===== src/rtl/writeback_retire.sv =====
// ---------------------------------------------------------------------------
// writeback_retire
//
// Writeback / retire stage. For every accepted instruction it chooses the
// register-file and CSR write data, resolves exceptions and interrupts by
// priority and, on a trap, issues the redirect to the trap vector. After a
// trap it stalls upstream for a fixed flush window. It also counts retired
// instructions.
//
// Ports
//   CLK, RESET        clock, synchronous active-low reset
//   WB_V / WB_READY   valid / ready handshake (accept = WB_V & WB_READY)
//   WB_IR             instruction word; opcode [6:0], rd [11:7], funct3 [14:12]
//   WB_NPC            link value (PC+4)
//   WB_ALU_RESULT     ALU result, also the branch/jump target
//   WB_MEM_RESULT     load data
//   WB_RFD / WB_CSRFD old CSR value for rd / new CSR value
//   WB_PC_MUX         branch/jump taken
//   WB_EXC            {SAF,LAF,SAM,LAM,ECALL,II,IAF,IAM}
//   TIMER, EXTERNAL   level interrupt requests
//   PRIVILEGE         current privilege (0=U, 1=S, 3=M)
//   TVEC              trap vector base
//   WB_RF_DATA, WB_DRID_OUT, WB_ST_REG      register-file write port
//   WB_CSR_DATA, WB_ST_CSR                  CSR write port
//   WB_BR_JMP_TARGET, WB_PC_MUX_OUT         fetch redirect
//   WB_IR_OUT                               registered instruction word
//   WB_CAUSE, WB_CS                         trap cause and trap strobe
//   WB_FLUSH                                high during the flush window
//   WB_INSTRET                              retired-instruction counter
// ---------------------------------------------------------------------------
module writeback_retire #(
  parameter int XLEN         = 64,  // >= 8
  parameter int ILEN         = 32,
  parameter int FLUSH_CYCLES = 2,   // 1..15
  parameter int CNT_W        = 64
) (
  input  logic             CLK,
  input  logic             RESET,
  input  logic             WB_V,
  output logic             WB_READY,
  input  logic [ILEN-1:0]  WB_IR,
  input  logic [XLEN-1:0]  WB_NPC,
  input  logic [XLEN-1:0]  WB_ALU_RESULT,
  input  logic [XLEN-1:0]  WB_MEM_RESULT,
  input  logic [XLEN-1:0]  WB_RFD,
  input  logic [XLEN-1:0]  WB_CSRFD,
  input  logic             WB_PC_MUX,
  input  logic [7:0]       WB_EXC,
  input  logic             TIMER,
  input  logic             EXTERNAL,
  input  logic [1:0]       PRIVILEGE,
  input  logic [XLEN-1:0]  TVEC,
  output logic [XLEN-1:0]  WB_RF_DATA,
  output logic [4:0]       WB_DRID_OUT,
  output logic             WB_ST_REG,
  output logic [XLEN-1:0]  WB_CSR_DATA,
  output logic             WB_ST_CSR,
  output logic [XLEN-1:0]  WB_BR_JMP_TARGET,
  output logic             WB_PC_MUX_OUT,
  output logic [ILEN-1:0]  WB_IR_OUT,
  output logic [XLEN-1:0]  WB_CAUSE,
  output logic             WB_CS,
  output logic             WB_FLUSH,
  output logic [CNT_W-1:0] WB_INSTRET
);

  // -------------------------------------------------------------------------
  // Constants
  // -------------------------------------------------------------------------
  localparam logic [6:0] OP_LOAD   = 7'b0000011;
  localparam logic [6:0] OP_JAL    = 7'b1101111;
  localparam logic [6:0] OP_JALR   = 7'b1100111;
  localparam logic [6:0] OP_SYSTEM = 7'b1110011;

  // Opcodes whose rd value comes from the ALU: OP-IMM, OP, OP-IMM-32,
  // OP-32, LUI, AUIPC.
  localparam int         N_ALU_OPS = 6;
  localparam logic [6:0] ALU_OPS [N_ALU_OPS] = '{
    7'b0010011, 7'b0110011, 7'b0011011,
    7'b0111011, 7'b0110111, 7'b0010111
  };

  // Exception cause codes indexed by WB_EXC bit position. Bit order is
  // also the priority order (bit 0 highest). The ECALL entry is replaced
  // by 8 + PRIVILEGE below.
  localparam logic [3:0] EXC_CODE [8] = '{
    4'd0,  // IAM
    4'd1,  // IAF
    4'd2,  // II
    4'd8,  // ECALL (privilege-dependent)
    4'd4,  // LAM
    4'd6,  // SAM
    4'd5,  // LAF
    4'd7   // SAF
  };
  localparam int         EXC_ECALL_BIT = 3;

  localparam logic [3:0] CAUSE_MEI = 4'd11;  // machine external interrupt
  localparam logic [3:0] CAUSE_MTI = 4'd7;   // machine timer interrupt

  localparam logic [3:0] FLUSH_LOAD = 4'(FLUSH_CYCLES);

  // -------------------------------------------------------------------------
  // Control FSM: RUN accepts instructions, FLUSH blocks for FLUSH_CYCLES
  // -------------------------------------------------------------------------
  typedef enum logic [0:0] {
    ST_RUN   = 1'b0,
    ST_FLUSH = 1'b1
  } state_t;

  state_t     state_reg, state_next;
  logic [3:0] flush_cnt_reg, flush_cnt_next;

  logic accept;
  logic trap_take;

  assign accept = WB_V & WB_READY;

  always_ff @(posedge CLK) begin
    if (!RESET) begin
      state_reg     <= ST_RUN;
      flush_cnt_reg <= 4'd0;
    end else begin
      state_reg     <= state_next;
      flush_cnt_reg <= flush_cnt_next;
    end
  end

  always_comb begin
    state_next     = state_reg;
    flush_cnt_next = flush_cnt_reg;
    WB_READY       = 1'b1;
    WB_FLUSH       = 1'b0;
    case (state_reg)
      ST_RUN: begin
        // READY is 1 in RUN, so WB_V alone is the accept here.
        if (WB_V && trap_take) begin
          state_next     = ST_FLUSH;
          flush_cnt_next = FLUSH_LOAD;
        end
      end
      ST_FLUSH: begin
        WB_READY       = 1'b0;
        WB_FLUSH       = 1'b1;
        flush_cnt_next = flush_cnt_reg - 4'd1;
        // Counter was loaded with FLUSH_CYCLES on the trap edge, so leaving
        // when it reads 1 keeps READY low for exactly FLUSH_CYCLES cycles.
        if (flush_cnt_reg <= 4'd1) begin
          state_next     = ST_RUN;
          flush_cnt_next = 4'd0;
        end
      end
      default: begin
        state_next     = ST_RUN;
        flush_cnt_next = 4'd0;
      end
    endcase
  end

  // -------------------------------------------------------------------------
  // Exception priority: a prefix-OR chain marks the lowest set WB_EXC bit
  // -------------------------------------------------------------------------
  logic [8:0] exc_seen;
  logic [7:0] exc_win;
  logic [3:0] exc_code_masked [8];
  logic [3:0] exc_code;

  assign exc_seen[0] = 1'b0;

  for (genvar gi = 0; gi < 8; gi++) begin : g_exc_prio
    assign exc_seen[gi+1] = exc_seen[gi] | WB_EXC[gi];
    assign exc_win[gi]    = WB_EXC[gi] & ~exc_seen[gi];
    if (gi == EXC_ECALL_BIT) begin : g_ecall
      // Environment call from U/S/M maps to 8/9/11.
      assign exc_code_masked[gi] = exc_win[gi] ? {2'b10, PRIVILEGE} : 4'd0;
    end else begin : g_fixed
      assign exc_code_masked[gi] = exc_win[gi] ? EXC_CODE[gi] : 4'd0;
    end
  end

  // At most one exc_win bit is set, so OR-ing the masked codes selects it.
  always_comb begin
    exc_code = 4'd0;
    for (int i = 0; i < 8; i++) begin
      exc_code = exc_code | exc_code_masked[i];
    end
  end

  // -------------------------------------------------------------------------
  // Trap resolution: interrupts outrank every synchronous exception
  // -------------------------------------------------------------------------
  logic [XLEN-1:0] trap_cause;

  assign trap_take = EXTERNAL | TIMER | (|WB_EXC);

  always_comb begin
    trap_cause = '0;
    if (EXTERNAL) begin
      trap_cause[XLEN-1] = 1'b1;
      trap_cause[3:0]    = CAUSE_MEI;
    end else if (TIMER) begin
      trap_cause[XLEN-1] = 1'b1;
      trap_cause[3:0]    = CAUSE_MTI;
    end else begin
      trap_cause[3:0]    = exc_code;
    end
  end

  // -------------------------------------------------------------------------
  // Destination-data decode
  // -------------------------------------------------------------------------
  logic [6:0]           opcode;
  logic [2:0]           funct3;
  logic [4:0]           rd;
  logic [N_ALU_OPS-1:0] alu_hit;
  logic                 rd_wr_en;
  logic                 is_csr;
  logic [XLEN-1:0]      rd_wdata;

  assign opcode = WB_IR[6:0];
  assign funct3 = WB_IR[14:12];
  assign rd     = WB_IR[11:7];

  for (genvar gi = 0; gi < N_ALU_OPS; gi++) begin : g_alu_op
    assign alu_hit[gi] = (opcode == ALU_OPS[gi]);
  end

  always_comb begin
    rd_wr_en = 1'b0;
    is_csr   = 1'b0;
    rd_wdata = '0;
    if (opcode == OP_LOAD) begin
      rd_wr_en = 1'b1;
      rd_wdata = WB_MEM_RESULT;
    end else if (|alu_hit) begin
      rd_wr_en = 1'b1;
      rd_wdata = WB_ALU_RESULT;
    end else if (opcode == OP_JAL || opcode == OP_JALR) begin
      rd_wr_en = 1'b1;
      rd_wdata = WB_NPC;
    end else if (opcode == OP_SYSTEM && funct3 != 3'd0) begin
      // CSR instructions; funct3 == 0 is ECALL/EBREAK/xRET and writes nothing.
      rd_wr_en = 1'b1;
      is_csr   = 1'b1;
      rd_wdata = WB_RFD;
    end
  end

  // -------------------------------------------------------------------------
  // Registered outputs. Strobes default low every cycle; data registers
  // only change on an accept and otherwise hold.
  // -------------------------------------------------------------------------
  logic [XLEN-1:0]  rf_data_reg;
  logic [4:0]       drid_reg;
  logic             st_reg_reg;
  logic [XLEN-1:0]  csr_data_reg;
  logic             st_csr_reg;
  logic [XLEN-1:0]  target_reg;
  logic             pc_mux_out_reg;
  logic [ILEN-1:0]  ir_out_reg;
  logic [XLEN-1:0]  cause_reg;
  logic             cs_reg;
  logic [CNT_W-1:0] instret_reg;

  always_ff @(posedge CLK) begin
    if (!RESET) begin
      rf_data_reg    <= '0;
      drid_reg       <= '0;
      st_reg_reg     <= 1'b0;
      csr_data_reg   <= '0;
      st_csr_reg     <= 1'b0;
      target_reg     <= '0;
      pc_mux_out_reg <= 1'b0;
      ir_out_reg     <= '0;
      cause_reg      <= '0;
      cs_reg         <= 1'b0;
      instret_reg    <= '0;
    end else begin
      st_reg_reg     <= 1'b0;
      st_csr_reg     <= 1'b0;
      pc_mux_out_reg <= 1'b0;
      cs_reg         <= 1'b0;
      if (accept) begin
        ir_out_reg <= WB_IR;
        drid_reg   <= rd;
        if (trap_take) begin
          // Trapping instruction does not retire and writes nothing.
          cs_reg         <= 1'b1;
          cause_reg      <= trap_cause;
          pc_mux_out_reg <= 1'b1;
          target_reg     <= TVEC;
        end else begin
          pc_mux_out_reg <= WB_PC_MUX;
          target_reg     <= WB_ALU_RESULT;
          instret_reg    <= instret_reg + CNT_W'(1);
          if (rd_wr_en) begin
            rf_data_reg <= rd_wdata;
            st_reg_reg  <= (rd != 5'd0);
          end
          if (is_csr) begin
            csr_data_reg <= WB_CSRFD;
            st_csr_reg   <= 1'b1;
          end
        end
      end
    end
  end

  assign WB_RF_DATA       = rf_data_reg;
  assign WB_DRID_OUT      = drid_reg;
  assign WB_ST_REG        = st_reg_reg;
  assign WB_CSR_DATA      = csr_data_reg;
  assign WB_ST_CSR        = st_csr_reg;
  assign WB_BR_JMP_TARGET = target_reg;
  assign WB_PC_MUX_OUT    = pc_mux_out_reg;
  assign WB_IR_OUT        = ir_out_reg;
  assign WB_CAUSE         = cause_reg;
  assign WB_CS            = cs_reg;
  assign WB_INSTRET       = instret_reg;

endmodule


===== config.mk =====
export PLATFORM = sky130hd
export DESIGN_NAME = writeback_retire
export DESIGN_NICKNAME = d
export VERILOG_FILES = /design/src/rtl/writeback_retire.sv
export SDC_FILE = /design/constraint.sdc
export NUM_CORES = 1
export LEC_CHECK = 0
export CAP_MARGIN = 20
export CORE_AREA = 2 2 308 310
export CTS_CLUSTER_SIZE = 30
export DETAILED_ROUTE_END_ITERATION = 8
export DIE_AREA = 0 0 310 312
export PLACE_DENSITY = 0.45
export SYNTH_ARGS = -nofsm -noshare
export SYNTH_HDL_FRONTEND = slang
export SYNTH_SLANG_ARGS = --single-unit
export TNS_END_PERCENT = 100

===== constraint.sdc =====
create_clock -name CLK -period 6.2 [get_ports CLK]
set_input_delay 0.93 -clock CLK [delete_from_list [all_inputs] [get_ports CLK]]
set_output_delay 0.93 -clock CLK [all_outputs]
set_load 0.05 [all_outputs]

==> key figures, run 1 <==
Min path
  • HP Class: flip-flop to flip-flop

Logic synthesis
  • Sequential area share after synthesis: 44.62%
  • Post-synth top area share: 44.62%
  • Count leader, synth: dfxtp_1
  • Post-synth ARST share: 0%
  • Synth cell types: 50
  • Synthesized instance count: 1630
  • Average cell area after synthesis: 8.312 um^2
  • Top FF cell, synth: dfxtp_1
  • Post-synthesis instance area: 13550 um^2
  • Synth Warn #: 0
  • Dominant cell type by area after synthesis: dfxtp_1
  • Post-synth EDFFs: 0
  • Top cells by count, synth: dfxtp_1 (302), nand2_1 (244), a21oi_1 (207)
  • Synth area leaders: dfxtp_1 (45%), a21oi_1 (7.6%), nand2_1 (6.8%), a221oi_1 (4.1%), a2bb2oi_1 (4.1%)
  • Yosys reg bits: 302

Status
  • Outcome: finished clean

Pwr
  • PwrDens: 229.5 nW/um^2
  • Maximum VDD drop: 0.1545 mV
  • Leakage: 0.007669 uW

Worst setup path
  • Worst-path fanout max: 41
  • Cell with the largest stage delay on the worst path: and2_2
  • Crit Path Category: input port to flip-flop
  • Startpoint Class: input port
  • Largest delay share family, worst path: simple AND/OR/NAND/NOR gates
  • Critical-path cell list: clkdlybuf4s50_1, nor4bb_1, and3_4, and2_2, buf_4, nand2_1, a21oi_1
  • R2R depth: 5
  • CP max stage delay: 0.84 ns
  • R2r setup slk: 2.82 ns
  • Critical path depth: 7
  • Worst setup path end: WB_CSR_DATA[12]
  • Critical path arrival: 4.21 ns
  • Worst setup EP type: flip-flop
  • Worst EP required: 6.69 ns
  • Worst R2R Start: WB_INSTRET[3]
  • CP Buf/Inv Count: 2
  • CP startpoint: WB_IR[0]
  • Reg2reg end: WB_INSTRET[52]

Clock network
  • Clk_lat worst skew: 0.57 ns
  • Post-CTS Hold Fix Bufs: 0
  • Cts bufs inserted: 41
  • Postcts setup bufs: 0
  • Cts repair resizes: 0
  • Clk buf depth: 3
  • H-tree Lvls: 2
  • # clock sinks: 302
  • CTS clk-pin slew, worst paths: 0.05 ns
  • Root Buffer: clkbuf_16
  • CTS tree: built

Routing
  • Post-route ant nets: 0
  • First-pass DRT Iterations: 7
  • Vias per std cell: 4.313
  • DR WL/cell: 22.46 um
  • Final wirelength: 80270 um
  • Routed vias: 15.41k
  • DRC: 0
  • Drt first-iter violations: 1136

STA
  • Final Hold Fails: 0
  • Tcrit/Tclk final: 59.94%
  • Layout Skew: 0.008676 ns
  • Fmax: 269.1 MHz
  • Final setup viols: 0
  • Setup TNS: 0 ns
  • Slew @ Worst Pin: 1.075 ns
  • RSZ-0062 raised after global routing: no
  • Final min period: 3.716 ns
  • Slew Limit Headroom: 28.30%
  • Final count of pins violating max slew: 0

Floorplan
  • I/O pin count: 795
  • Core area: 93050 um^2
  • Die height: 312 um
  • Num rows: 112
  • Starting Density: 14.56%
  • Die ar.: 96720 um^2
  • Die W: 310 um

Finish
  • Synthesis-to-finish area growth: 71.70%
  • Fin nets: 2718
  • Share of cells above drive strength 1: 4.538%
  • Filler cell count: 10.24k
  • Non-Filler Instances: 3574

Global route
  • GR Overflow Total: 0
  • Vias in the first global route: 14.97k
  • Initial antenna violation count: 15
  • GRT Total Usage: 15.51%
  • Global-route wire length before repair: 109600 um
  • Largest net degree at the start of global routing: 123

Placement
  • # port buffers: 735
  • Placed Cells: 3494
  • Post-DP HPWL: 59940 um
  • Final RePlAce weighted congestion: 0.8061

Job
  • Max Cap Viol: 0
[worst min-delay path, stage by stage (launching register included)]
cell and delay (ns):
dfxtp_1 0.30, nand2_1 0.05, a21oi_1 0.05
[power breakdown]
group          internal, uW  switching, uW  leakage, uW
Clock                  1410            992     0.000653
Sequential             1990           29.3      0.00245
Combinational           392            530      0.00457
Total                  3790           1550      0.00767
[metrics by stage]
step                area [um^2]  hold slack [ns]  util [%]  setup WS, ns  power, uW
CTS                       23250           0.4537     24.99         2.497       5443
detailed placement        21930           0.4456     23.57         1.892       2990
global placement          21930           0.4421     23.57         1.943       2992
finish                    23260           0.4509     25.00         2.484       5340
global route              23260           0.4642     25.00         2.272       5538
floorplan                 13770           0.4752         -         3.218       2506
[cell usage in the layout, fill, tap and decap left out, types with 3 or more instances in the layout]
cell type / Yosys / layout
clkinv_2: 0 / 7
or4_1: 25 / 25
a221oi_1: 64 / 64
clkbuf_1: 114 / 13
a211oi_1: 66 / 66
and4_1: 7 / 7
buf_4: 64 / 22
xnor2_1: 10 / 10
clkbuf_8: 0 / 8
a22oi_1: 18 / 18
ha_1: 3 / 3
o31ai_1: 23 / 23
a31oi_1: 3 / 3
and3_1: 7 / 5
conb_1: 1 / 59
inv_1: 10 / 9
and2_1: 12 / 8
nand4_1: 29 / 29
o21a_1: 3 / 3
a222oi_1: 46 / 46
nor2_1: 149 / 148
nand3_1: 17 / 17
dfxtp_1: 302 / 302
diode_2: 0 / 6
o21ai_0: 38 / 38
clkbuf_16: 0 / 41
or3_1: 20 / 20
nor3_1: 14 / 14
clkdlybuf4s50_1: 0 / 735
nor4_1: 5 / 5
and2_4: 0 / 3
nand2b_1: 3 / 3
a21oi_1: 207 / 207
xor2_1: 12 / 12
a2bb2oi_1: 64 / 64
nand2_1: 244 / 242
[metal layers]
layer | part of all wire (%) | global-route usage (%)
met5 | 0.12 | 0
met2 | 48 | 26.51
met4 | 3.7 | 5.907
met1 | 39 | 18.04
met3 | 8.5 | 4.720
[worst min-delay path by stage]
stage                           from                to  cells after the start
floorplan           flush_cnt_reg[3]  flush_cnt_reg[3]                      2
global placement        WB_IR_OUT[1]      WB_IR_OUT[1]                      2
detailed placement   WB_CSR_DATA[18]   WB_CSR_DATA[18]                      2
CTS                  WB_CSR_DATA[18]   WB_CSR_DATA[18]                      2
global route           WB_IR_OUT[28]     WB_IR_OUT[28]                      2
finish               WB_CSR_DATA[31]   WB_CSR_DATA[31]                      2
[cells by family after synthesis]
logic type / synth area share [%]
other cells: 0.02768
simple gates: 18.16
fa+ha+maj: 0.2771
flops: 44.62
compound gates: 27.54
xor+xnor: 1.422
mux: 0.07388
buf+inv: 7.886
[final cells by class]
cell class | instances | area, um^2 | share of cell area [%]
antenna | 6 | 15.01 | 0.06454
tap | 1254 | 1569 | 6.744
clock inverter | 12 | 132.6 | 0.5701
multi-input combinational | 1169 | 6709 | 28.84
timing repair buffer | 759 | 7562 | 32.51
clock buffer | 62 | 1185 | 5.093
sequential | 302 | 6046 | 25.99
inverter | 10 | 45.04 | 0.1936
(Power assumes the default switching activity.)
==> inputs of run 2 (changes only) <==
Settings changed: CORE_AREA 2 2 308 310 to 2 2 310 312, DIE_AREA 0 0 310 312 to 0 0 312 314, PLACE_DENSITY 0.45 to 0.46.
Clock period 6.2 ns to 3.3 ns, I/O delays scaled along.
==> run 2 against run 1 <==
Core utilization grew 0.35 points. Clock power grew 91%. Non-clock buffer count grew 46. Count of clock-buffer cells in the layout shrank 9. Register-to-register slack lost 2.3 ns. First-iteration DRC count shrank 3.2%. Sequential share of layout area shrank 0.74 points. Routed wire length shrank 0.19%. Critical endpoint is now WB_INSTRET[36]. Highest routed layer unchanged.
==> key figures, run 2 (same netlist as run 1, synthesis figures left out) <==
Routing
  • First-pass DRT Iterations: 7
  • Drt first-iter violations: 1100
  • Vias per std cell: 4.260
  • DRC: 0
  • Post-route ant nets: 0
  • Final wirelength: 80120 um
  • DR WL/cell: 22.08 um
  • Routed vias: 15.46k

Pwr
  • Maximum VDD drop: 0.3126 mV
  • Total power: 10160 uW
  • Leakage: 0.007988 uW
  • PwrDens: 424.4 nW/um^2

Worst setup path
  • Worst EP required: 3.81 ns
  • Startpoint Class: flip-flop
  • R2R depth: 5
  • Worst-path fanout max: 13
  • Critical path arrival: 3.29 ns
  • Reg2reg end: WB_INSTRET[36]
  • CP Buf/Inv Count: 0
  • R2r setup slk: 0.53 ns
  • Crit Path Category: flip-flop to flip-flop
  • Cell with the largest stage delay on the worst path: or4b_4
  • Worst R2R Start: state_reg
  • Largest delay share family, worst path: simple AND/OR/NAND/NOR gates
  • Critical-path cell list: or4b_4, nor3_4, nand4_2, or4_1, a21oi_1
  • CP max stage delay: 0.65 ns
  • Worst setup EP type: flip-flop

Global route
  • Largest net degree at the start of global routing: 69
  • GR Overflow Total: 0
  • Vias in the first global route: 15.45k
  • Initial antenna violation count: 17
  • GRT Total Usage: 15.56%
  • Global-route wire length before repair: 111800 um

Floorplan
  • Die ar.: 97970 um^2
  • Num rows: 113
  • Starting Density: 14.35%
  • Core area: 94450 um^2
  • Die W: 312 um
  • I/O pin count: 795
  • Die height: 314 um

Finish
  • Fin nets: 2765
  • Post-Route Utilization: 25.35%
  • Synthesis-to-finish area growth: 76.70%
  • Most frequent cells in the layout: clkdlybuf4s50_1 (735), dfxtp_1 (302), nand2_1 (242)
  • Commonest non-fill, non-tap cell in the layout: clkdlybuf4s50_1
  • Share of cells above drive strength 1: 6.616%

STA
  • Tcrit/Tclk final: 84.09%
  • Layout Skew: 0.02756 ns
  • Final count of pins violating max slew: 0
  • RSZ-0062 raised after global routing: no
  • Final WS setup: 0.5251 ns
  • Final min period: 2.775 ns
  • Final setup viols: 0
  • Fmax: 360.4 MHz
  • Slew Limit Headroom: 40.03%
  • Final Hold Fails: 0
  • Slew @ Worst Pin: 0.8968 ns

Clock network
  • Cts bufs inserted: 42
  • Root Buffer: clkbuf_16
  • CTS clk-pin slew, worst paths: 0.06 ns
  • Clk_lat worst skew: 0.58 ns
  • Clk buf depth: 3
  • Post-CTS Hold Fix Bufs: 0
  • Cts repair resizes: 0
  • # clock sinks: 302
  • Postcts setup bufs: 0
  • CTS tree: built
  • H-tree Lvls: 2

Status
  • Outcome: finished clean

Placement
  • # port buffers: 735
  • Dpl ws: 0.01312 ns
  • Post-DP HPWL: 61670 um
  • Final RePlAce weighted congestion: 0.7954

Job
  • Max Cap Viol: 0

Min path
  • HP Class: flip-flop to flip-flop
  • Hold EP: WB_IR_OUT[13]
  • Hold_sp: WB_IR_OUT[13]
  • Hold Crit Depth: 2
run 2: changes by cell type in the layout (fill, tap and decap cells not counted), sizes merged:
cell,previous run,this run
buf,24,70
clkbuf,62,53
clkinv,7,11
bufinv,2,3
clkinvlp,0,1
inv,13,14
run 2: layout make-up:
class                   instances  area, um^2
diodes                          6       15.01
clock buffers                  53        1152
clock inverters                19       198.9
fillers                     10360       70500
inverters                      10       45.04
multi-input cells            1169        6706
flip-flops and latches        302        6046
well taps                    1265        1583
repair buffers                805        8195
run 2: where the power goes:
group / leakage [uW] / internal (uW) / switching (uW)
logic: 0.00487 / 772 / 995
clock network: 0.000673 / 2700 / 1890
registers: 0.00245 / 3740 / 58.8
total: 0.00799 / 7220 / 2940
run 2: worst max path at each step:
stage / from / endpoint / slack, ns / depth (start not counted)
2_1_floorplan: WB_INSTRET[3] / WB_INSTRET[53] / 0.71 / 5
3_3_place_gp: WB_EXC[1] / WB_INSTRET[34] / -0.02 / 7
3_5_place_dp: WB_EXC[1] / WB_INSTRET[34] / 0.01 / 7
4_1_cts: state_reg / WB_READY / 0.45 / 2
5_1_grt: state_reg / WB_INSTRET[53] / 0.34 / 5
6_report: state_reg / WB_INSTRET[36] / 0.53 / 5
run 2: worst min-delay path, delay by kind of cell (launching register included):
family             cells  cell delay, ns
DFF                    1            0.30
and+or+nand+nor        1            0.05
AOI/OAI and AO/OA      1            0.05
run 2: metrics by stage:
step	hold WS [ns]	std cells	TNS, ns	cell area [um^2]
final	0.4506	3629	0	23940
after global routing	0.4435	3624	0	23930
after CTS	0.4085	3623	0	23930
after detailed placement	0.4457	3551	0	22580
after global placement	0.4426	3551	-0.03762	22580
after floorplan	0.4752	1688	0	13770
run 2: metal layers:
layer	routed length [um]	part of all wire, %	global-route usage (%)
met5	69	0.086	0
met2	39330	49	27.14
met3	6387	8.0	4.881
met1	31280	39	17.67
met4	3051	3.8	5.999
